===== src/rtl/cg_phase_sequencer.sv =====
// cg_phase_sequencer
//   Phase scheduler for one conjugate-gradient solver run. Walks the
//   INIT_RR -> MATVEC -> DOT_PAP -> ALPHA -> UPD_XR -> DOT_RR -> CHECK loop,
//   with BETA -> UPD_P closing each non-final iteration. Each active phase
//   fires a one-cycle start at its engine and waits for that engine's done.
//   Addressing belongs to the engines; this block only orders them.
//
// Ports
//   clk, reset            clock, async active-high reset
//   start, abort          run request (IDLE/DONE/ERROR only), synchronous abort
//   total                 vector length, latched on an accepted start
//   converged             residual flag, sampled when DOT_RR completes
//   mv_*, dot_*, div_*,   engine start pulses / done inputs and operand selects
//   upd_*
//   block_count           total / NO_OF_UNITS captured at start
//   phase, iteration      current state encoding, completed iterations
//   busy, done, halt,     run status
//   error, conv_hit
module cg_phase_sequencer #(
    parameter int NO_OF_UNITS    = 8,
    parameter int MAX_ITER       = 16,
    parameter int TIMEOUT_CYCLES = 65535,
    parameter int ITER_W         = 16
) (
    input  logic              clk,
    input  logic              reset,
    input  logic              start,
    input  logic              abort,
    input  logic [31:0]       total,
    input  logic              converged,
    output logic              mv_start,
    input  logic              mv_done,
    output logic              dot_start,
    input  logic              dot_done,
    output logic              dot_sel,
    output logic              div_start,
    input  logic              div_done,
    output logic              div_sel,
    output logic              upd_start,
    input  logic              upd_done,
    output logic              upd_sel,
    output logic [31:0]       block_count,
    output logic [3:0]        phase,
    output logic [ITER_W-1:0] iteration,
    output logic              busy,
    output logic              done,
    output logic              halt,
    output logic              error,
    output logic              conv_hit
);

    localparam int SHIFT  = $clog2(NO_OF_UNITS);
    localparam int WAIT_W = $clog2(TIMEOUT_CYCLES + 1);

    localparam logic [3:0] S_IDLE    = 4'd0;
    localparam logic [3:0] S_INIT_RR = 4'd1;
    localparam logic [3:0] S_MATVEC  = 4'd2;
    localparam logic [3:0] S_DOT_PAP = 4'd3;
    localparam logic [3:0] S_ALPHA   = 4'd4;
    localparam logic [3:0] S_UPD_XR  = 4'd5;
    localparam logic [3:0] S_DOT_RR  = 4'd6;
    localparam logic [3:0] S_CHECK   = 4'd7;
    localparam logic [3:0] S_BETA    = 4'd8;
    localparam logic [3:0] S_UPD_P   = 4'd9;
    localparam logic [3:0] S_DONE    = 4'd10;
    localparam logic [3:0] S_ERROR   = 4'd11;

    localparam logic [ITER_W-1:0] MAX_ITER_V  = ITER_W'(MAX_ITER);
    localparam logic [ITER_W-1:0] LAST_ITER_V = ITER_W'(MAX_ITER - 1);
    localparam logic [WAIT_W-1:0] TIMEOUT_V   = WAIT_W'(TIMEOUT_CYCLES);

    logic [3:0]        state_q, state_d;
    logic [31:0]       blk_q, blk_d;
    logic [ITER_W-1:0] iter_q, iter_d;
    logic              halt_q, halt_d;
    logic              conv_q, conv_d;
    logic              armed_q, armed_d;
    logic [WAIT_W-1:0] wait_q, wait_d;
    logic              mv_start_q, mv_start_d;
    logic              dot_start_q, dot_start_d;
    logic              div_start_q, div_start_d;
    logic              upd_start_q, upd_start_d;

    logic              is_active;
    logic              eng_done;
    logic [3:0]        nxt_ok;
    logic              accept;
    logic              timeout;
    logic              can_start;
    logic              enter;
    logic [31:0]       new_blk;

    assign new_blk = total >> SHIFT;

    // Which engine owns the current state and where its done leads.
    always_comb begin
        is_active = 1'b0;
        eng_done  = 1'b0;
        nxt_ok    = S_IDLE;
        case (state_q)
            S_INIT_RR: begin is_active = 1'b1; eng_done = dot_done; nxt_ok = S_MATVEC;  end
            S_MATVEC:  begin is_active = 1'b1; eng_done = mv_done;  nxt_ok = S_DOT_PAP; end
            S_DOT_PAP: begin is_active = 1'b1; eng_done = dot_done; nxt_ok = S_ALPHA;   end
            S_ALPHA:   begin is_active = 1'b1; eng_done = div_done; nxt_ok = S_UPD_XR;  end
            S_UPD_XR:  begin is_active = 1'b1; eng_done = upd_done; nxt_ok = S_DOT_RR;  end
            S_DOT_RR:  begin is_active = 1'b1; eng_done = dot_done; nxt_ok = S_CHECK;   end
            S_BETA:    begin is_active = 1'b1; eng_done = div_done; nxt_ok = S_UPD_P;   end
            S_UPD_P:   begin is_active = 1'b1; eng_done = upd_done; nxt_ok = S_MATVEC;  end
            default:   ;
        endcase
    end

    // armed_q only rises after the start pulse has gone out, so a done that
    // coincides with its own start is never taken.
    assign accept    = is_active && armed_q && eng_done;
    assign timeout   = is_active && (wait_q == TIMEOUT_V);
    assign can_start = (state_q == S_IDLE) || (state_q == S_DONE) || (state_q == S_ERROR);

    // Branch order encodes precedence: abort > timeout > done > start.
    always_comb begin
        state_d = state_q;
        blk_d   = blk_q;
        iter_d  = iter_q;
        halt_d  = halt_q;
        conv_d  = conv_q;
        if (abort && (state_q != S_IDLE)) begin
            state_d = S_IDLE;
            halt_d  = 1'b0;
            conv_d  = 1'b0;
        end else if (timeout) begin
            state_d = S_ERROR;
        end else if (accept) begin
            state_d = nxt_ok;
            if (state_q == S_DOT_RR) conv_d = converged;
        end else if (state_q == S_CHECK) begin
            if (conv_q) begin
                state_d = S_DONE;
            end else begin
                iter_d = (iter_q == MAX_ITER_V) ? iter_q : iter_q + ITER_W'(1);
                if (iter_q == LAST_ITER_V) begin
                    halt_d  = 1'b1;
                    state_d = S_DONE;
                end else begin
                    state_d = S_BETA;
                end
            end
        end else if (start && can_start) begin
            blk_d   = new_blk;
            iter_d  = '0;
            halt_d  = 1'b0;
            conv_d  = 1'b0;
            state_d = (new_blk == 32'd0) ? S_ERROR : S_INIT_RR;
        end
    end

    // Start pulses are registered on the entering edge, so they occupy
    // exactly the first cycle of the new state.
    always_comb begin
        enter       = (state_d != state_q);
        mv_start_d  = enter && (state_d == S_MATVEC);
        dot_start_d = enter && ((state_d == S_INIT_RR) || (state_d == S_DOT_PAP) ||
                                (state_d == S_DOT_RR));
        div_start_d = enter && ((state_d == S_ALPHA) || (state_d == S_BETA));
        upd_start_d = enter && ((state_d == S_UPD_XR) || (state_d == S_UPD_P));
        armed_d     = enter ? 1'b0
                            : (armed_q | mv_start_q | dot_start_q | div_start_q | upd_start_q);
        wait_d      = (enter || !is_active) ? '0 : wait_q + WAIT_W'(1);
    end

    always_ff @(posedge clk or posedge reset) begin
        if (reset) begin
            state_q     <= S_IDLE;
            blk_q       <= '0;
            iter_q      <= '0;
            halt_q      <= 1'b0;
            conv_q      <= 1'b0;
            armed_q     <= 1'b0;
            wait_q      <= '0;
            mv_start_q  <= 1'b0;
            dot_start_q <= 1'b0;
            div_start_q <= 1'b0;
            upd_start_q <= 1'b0;
        end else begin
            state_q     <= state_d;
            blk_q       <= blk_d;
            iter_q      <= iter_d;
            halt_q      <= halt_d;
            conv_q      <= conv_d;
            armed_q     <= armed_d;
            wait_q      <= wait_d;
            mv_start_q  <= mv_start_d;
            dot_start_q <= dot_start_d;
            div_start_q <= div_start_d;
            upd_start_q <= upd_start_d;
        end
    end

    assign mv_start    = mv_start_q;
    assign dot_start   = dot_start_q;
    assign div_start   = div_start_q;
    assign upd_start   = upd_start_q;
    assign dot_sel     = (state_q == S_INIT_RR) || (state_q == S_DOT_RR);
    assign div_sel     = (state_q == S_BETA);
    assign upd_sel     = (state_q == S_UPD_P);
    assign block_count = blk_q;
    assign phase       = state_q;
    assign iteration   = iter_q;
    assign busy        = is_active || (state_q == S_CHECK);
    assign done        = (state_q == S_DONE);
    assign error       = (state_q == S_ERROR);
    assign halt        = halt_q;
    assign conv_hit    = conv_q;

endmodule


===== config.mk =====
export PLATFORM = sky130hd
export DESIGN_NAME = cg_phase_sequencer
export DESIGN_NICKNAME = d
export VERILOG_FILES = /design/src/rtl/cg_phase_sequencer.sv
export SDC_FILE = /design/constraint.sdc
export NUM_CORES = 1
export LEC_CHECK = 0
export ABC_AREA = 0
export CORE_UTILIZATION = 35
export CTS_BUF_LIST = sky130_fd_sc_hd__clkbuf_8
export CTS_CLUSTER_SIZE = 30
export DETAILED_ROUTE_END_ITERATION = 7
export PLACE_DENSITY_LB_ADDON = 0.05
export SLEW_MARGIN = 5
export SYNTH_ARGS = -nofsm -noshare
export SYNTH_HDL_FRONTEND = slang
export SYNTH_SLANG_ARGS = --single-unit
export TNS_END_PERCENT = 30

===== constraint.sdc =====
create_clock -name clk -period 2.45 [get_ports clk]
set_input_delay 0.49 -clock clk [delete_from_list [all_inputs] [get_ports clk]]
set_output_delay 0.49 -clock clk [all_outputs]
set_load 0.005 [all_outputs]

# Word level (Yosys, flattened, before mapping)

Cells that the tools add are included.

Register bits: 72
Bits of input ports: 41
Logic and storage cells: 115

$add $sub $neg: 2
Equal/unequal tests: 31
Multiplexer cells: 29
Bitwise gates (word level): 8
Reductions and logical operators: 34

Operator list:

| cell                  | number |
|---|---|
| $mux 16               | 5 |
| $add 16x1->16 const B | 2 |
| $logic_not 32->1      | 1 |
| $eq 4x3->1 const B    | 7 |
| $pmux 4 s7            | 1 |
| $eq 4x4->1 const B    | 6 |
| $mux 4                | 6 |
| $eq 16x16->1 const B  | 1 |
| $eq 16x4->1 const B   | 1 |
| $eq 16x5->1 const B   | 1 |
| $eq 4x2->1 const B    | 4 |
| $mux 1                | 14 |
| $reduce_and 5->1      | 2 |
| $logic_and 1x1->1     | 9 |
| $logic_or 1x1->1      | 9 |
| $eq 4x1->1 const B    | 2 |
| $reduce_or 8->1       | 1 |
| $ne 3x3->1 const B    | 2 |
| $reduce_and 6->1      | 1 |
| $reduce_bool 3->1     | 2 |
| $reduce_or 2->1       | 3 |
| $logic_not 4->1       | 1 |
| $mux 2                | 2 |
| $ne 2x1->1 const B    | 2 |
| 12 further kinds      | 19 |

# Depth between registers and ports, before layout

Depth after elaboration: 13
Gate-level depth with buffers: 11
Gate-level depth less buffers: 9

# Least setup slack after synthesis

OpenSTA, ideal clock, no wires.

Path kind: register -> register
Start point: register state_q[1], in the netlist phase[1]
End point: register upd_start_q, in the netlist upd_start
Data arrival time: 2473 ps
Required time: 2329 ps
Setup slack: -144 ps
Cell stages (with the launch flop): 11
Path buffers: 2
Cells stage by stage: dfrtp_1 buf_6 or4_4 o221ai_4 nor3_1 a2bb2oi_1 o31ai_1 o221a_2 or3_4 buf_6 and4b_1

Cells in the longest elaborated chain, start to end: 12

Ends and longest elaborated chain:

| what                                                 | RTL line | text |
|---|---|---|
| start: declaration                                   | 72       | `logic [3:0] state_q, state_d;` |
| start signal: assignment                             | 184      | `state_q <= state_d;` |
| $eq 4x4->1 / $logic_not 4->1 (equally long branches) | 117      | `assign can_start = (state_q == S_IDLE) \|\| (state_q == S_DONE) \|\| (state_q == S_ERROR);` |
| $logic_or 1x1->1 (2 in a row)                        | 117      |  |
| $logic_and 1x1->1                                    | 147      | `end else if (start && can_start) begin` |
| $mux 4                                               | 147      |  |
| $mux 4                                               | 135      | `end else if (state_q == S_CHECK) begin` |
| $mux 4                                               | 132      | `end else if (accept) begin` |
| $mux 4                                               | 130      | `end else if (timeout) begin` |
| $mux 4                                               | 126      | `if (abort && (state_q != S_IDLE)) begin` |
| $eq 4x3->1 / $eq 4x4->1 (equally long branches)      | 164      | `upd_start_d = enter && ((state_d == S_UPD_XR) \|\| (state_d == S_UPD_P));` |
| $logic_or 1x1->1                                     | 164      |  |
| $logic_and 1x1->1 *                                  | 164      |  |
| net upd_start_d                                      | 82       | `logic upd_start_q, upd_start_d;` |
| end signal: assignment                               | 194      | `upd_start_q <= upd_start_d;` |
| end: declaration                                     | 82       |  |

Mark *: on every way through the listed nets, which the timed path passes. The rest lies on a longest branch.
A chain may end at the register's enable or synchronous reset.

# Worst setup path in the final report

Start point: register state_q[1], in the netlist phase[1]
End point: register mv_start_q, in the netlist mv_start

Cells in the longest elaborated chain, start to end: 11

Ends and longest elaborated chain:

| what                                                 | RTL line | text |
|---|---|---|
| $eq 4x4->1 / $logic_not 4->1 (equally long branches) | 117      |  |
| $logic_or 1x1->1 (2 in a row)                        | 117      |  |
| $logic_and 1x1->1                                    | 147      |  |
| $mux 4                                               | 147      |  |
| $mux 4                                               | 135      |  |
| $mux 4                                               | 132      |  |
| $mux 4                                               | 130      |  |
| $mux 4                                               | 126      |  |
| $ne 4x4->1 / $eq 4x2->1 (equally long branches)      | 159, 160 |  |
| $logic_and 1x1->1 *                                  | 160      | `mv_start_d = enter && (state_d == S_MATVEC);` |
| net mv_start_d                                       | 79       | `logic mv_start_q, mv_start_d;` |
| end signal: assignment                               | 191      | `mv_start_q <= mv_start_d;` |
| end: declaration                                     | 79       |  |

Marked as above.

==> results.ini <==
[layout]
layout.nets = 695
final_util_pct = 60.0
areaGrowthSynthToFinish_pct = 66.2
finalNonFillerCells = 796
fillers = 995
drive_gt1_share_pct = 31.4
antennaDiodeCount = 0

[sta]
rsz0062_at_grt = yes
slew_viol_final = 0
layout_min_cycle_time_ps = 2780
hold_viol = 0
fmax_ghz = 0.360
skew_ps = 14.0
fin_crit_sh_pct = 113
fin_ws_ps = -330
finalSetupViolations = 26

[synthesis]
syn-instance-count = 442
synth_edf_count = 0
avgSynthCellArea_um2 = 8.89
postSynth.asyncResetShare_pct = 100
synthesis.area_um2 = 3930
post-synth-top-area-fraction_pct = 45.8
synth_area_leaders = dfrtp_1, nand2_1, xor2_1, nor2_1, nor3_2
yosysSeqAreaShare_pct = 45.8
synth_seq_cells = 72
synth_cell_types = 63
ys_warn_count = 0
yosysTopAreaCell = dfrtp_1
synth_flop_cell = dfrtp_1

[drt]
post-route-drc-count = 0
ant_nets = 0
drtPass1Iterations = 5
via_per_inst = 4.92
routed-via-count = 3916
drt-total-wl_um = 11500
wl_per_cell_um = 14.4
drt_first_iter_violations = 117

[grt]
grt_max_degree = 73
gr-usage-all-layers_pct = 20.3
grt-ovfl-total = 0
grt_pass1_vias = 3894
grt_pass1_wl_um = 18600
antenna_found_initial = 0

[worst_setup_path]
cp-start-kind = flip-flop
cp_max_fo = 10
crit_type = flip-flop to flip-flop
crit_arrival_ps = 3010
path_buf_inv = 3
cpPeakStageDelay_ps = 460
path_cells = clkbuf_16, nor2_4, o221ai_4, or3_4, buf_4, a32oi_2, o2111ai_1, or3_4, buf_6, and4bb_2
required_ps = 2690
r2r_cells = 10
rrSetupSlack_ps = -330
critPathSlowestCell = or3_4
r2r-start = phase[1]$_DFF_PP0_
cp_top_family = simple AND/OR/NAND/NOR gates
cpMostUsedCell = or3_4
regToRegEndpoint = mv_start$_DFF_PP0_
cp-end-kind = flip-flop

[clock_network]
htreeDepth = 3
insertion_delay_ps = 350
clock_sinks = 72
numCtsBuffers = 9
clkTransAtPathRegs_ps = 80
ctsHoldBuffers = 0
cts_root_buf = clkbuf_8
cts_tree = yes
cts_buffer_depth = 2

[die]
die_width_um = 108
num_io_pins = 105
core_um2 = 10900
core.rowCount = 38
die_y_um = 108
initial_core_util_pct = 36.1
dieArea_um2 = 11700

[power_and_ir_drop]
p_switching_mw = 2.31
vdd_drop_max_v = 0.000525
leakagePower_nw = 3.08
p_int_mw = 4.07
p_total_mw = 6.38
combinationalPowerShare_pct = 55.1
switching_share_pct = 36.2
seq_power_share_pct = 25.7
p_clk_share_pct = 19.2
powerDensity_nw_per_um2 = 976

[place]
gp_congestion = 0.868
dp_hpwl_um = 8280
dp_cells = 771
dp_slack_ps = -884
port_buffers = 98

[worst_hold_path]
hold_depth = 3
min_from = total[9]
whs_endpoint = block_count[6]$_DFFE_PP0P_
hp-class = input pin to flip-flop

[status]
violations = negative setup slack
status = finished with violations

[run]
maxCapViolCount = 0

[timing repair]
item | 4_1_cts | 5_1_grt
setup buffers | 4 | 4
gates resized for setup | 41 | 51
pin swaps | 18 | 31
endpoints found under the hold margin | 0 | 0
cloned | 1 | 1
setup endpoints to repair | 36 | 34
[cells in the final DEF, fill, tap and decap left out, types with 3 or more instances in the layout]
| master | instances |
|---|---|
| buf_6 | 3 |
| xor2_1 | 19 |
| nand4_1 | 12 |
| dlygate4sd2_1 | 17 |
| a21oi_1 | 11 |
| buf_12 | 5 |
| nor3_4 | 5 |
| buf_4 | 115 |
| dlymetal6s2s_1 | 12 |
| nor3_2 | 13 |
| dfrtp_2 | 3 |
| nand2_1 | 106 |
| a31oi_1 | 3 |
| inv_1 | 9 |
| conb_1 | 3 |
| nor3_1 | 8 |
| ha_1 | 3 |
| or3_1 | 3 |
| dfrtp_1 | 69 |
| nand2b_1 | 5 |
| inv_2 | 3 |
| clkbuf_8 | 12 |
| and4_1 | 3 |
| nor2_1 | 31 |
| clkdlybuf4s50_1 | 67 |
| xnor2_1 | 11 |
| nor4_2 | 6 |
| o21a_1 | 3 |
| nor4_1 | 3 |
| o21ai_0 | 9 |
| and3_1 | 6 |
| bufinv_16 | 3 |
| nor2_2 | 3 |
| nand3_1 | 11 |
| or3_4 | 3 |
[metrics by stage]
step | cell area, um2 | hold slack [ps] | TNS, ps
global placement | 5890 | 458 | -17920
finish | 6540 | 380 | -5190
CTS | 6280 | 463 | -5580
detailed placement | 5890 | 461 | -19200
global route | 6540 | 400 | -7580
floorplan | 3970 | 470 | -1260
[cell families (layout without fill, tap and decap cells)]
group | Yosys count | in the layout | share of synthesized area [%]
buffers and inverters | 39 | 251 | 5.19
other | 1 | 3 | 0.0954
muxes | 1 | 1 | 0.255
and+or+nand+nor | 241 | 241 | 30.8
DFF | 72 | 72 | 45.8
adders and majority gates | 3 | 3 | 0.955
xor gates and xnor gates | 30 | 30 | 6.68
AOI/OAI and AO/OA | 55 | 55 | 10.2
[area by class of cell]
type	count	area (um2)	area share, %
clock inverter	4	98.8	1.51
inverter	12	45.0	0.689
tap	140	175	2.68
timing repair buffer	223	2040	31.2
sequential	72	1810	27.6
multi-input combinational	333	2210	33.8
clock buffer	12	165	2.53
[registers in the layout, summed over array words and instances, names as in the netlist]
| signal | flops |
|---|---|
| block_count | 29 |
| iteration | 16 |
| wait_q | 16 |
| phase | 4 |
| armed_q | 1 |
| conv_hit | 1 |
| div_start | 1 |
| dot_start | 1 |
| halt | 1 |
| mv_start | 1 |
| upd_start | 1 |
[worst max-delay path by stage]
| stage | slack [ps] | from | cells past startpoint | endpoint |
|---|---|---|---|---|
| 3_3_place_gp | -820 | total[4] | 10 | wait_q[3]$_DFF_PP0_ |
| 6_report | -330 | phase[1]$_DFF_PP0_ | 10 | mv_start$_DFF_PP0_ |
| 3_5_place_dp | -880 | total[4] | 10 | wait_q[6]$_DFF_PP0_ |
| 4_1_cts | -330 | phase[2]$_DFF_PP0_ | 10 | mv_start$_DFF_PP0_ |
| 5_1_grt | -390 | phase[3]$_DFF_PP0_ | 10 | mv_start$_DFF_PP0_ |
| 2_1_floorplan | -130 | phase[1]$_DFF_PP0_ | 11 | upd_start$_DFF_PP0_ |
[layer usage]
layer / global-route usage (%) / part of all wire, % / vias up
met3: 3.07 / 2.7 / 19
met2: 34.4 / 50 / 72
met4: 7.53 / 1.7 / 0
met5: 0 / 0 / -
li1: - / - / 1944
met1: 26.2 / 45 / 1881
[Yosys cell counts, types with 5 or more instances]
cell	instances
nand2_1	107
dfrtp_1	72
nor2_1	35
xor2_1	19
nor3_1	16
a21oi_1	13
clkbuf_1	13
inv_1	12
nand3_1	12
nand4_1	12
o21ai_0	11
xnor2_1	11
nor3_2	10
nor4_1	10
and3_1	6
buf_6	5
nand2b_1	5
or3_1	5
[worst register-to-register path, stage by stage (launching register included)]
cell and delay, ps:
dfrtp_2 450, clkbuf_16 180, nor2_4 140, o221ai_4 170, or3_4 420, buf_4 160, a32oi_2 190, o2111ai_1 140
or3_4 460, buf_6 150, and4bb_2 210
[power by group through the flow]
| stage | combinational [mW] | clock [mW] | sequential [mW] |
|---|---|---|---|
| 4_1_cts | 3.28 | 1.26 | 1.64 |
| 5_1_grt | 3.81 | 1.30 | 1.67 |
| 3_3_place_gp | 2.95 | 0 | 1.65 |
| 3_5_place_dp | 2.98 | 0 | 1.66 |
| 2_1_floorplan | 1.45 | 0 | 1.66 |
| 6_report | 3.52 | 1.22 | 1.64 |
No activity file was read; power rests on OpenSTA's default activity.
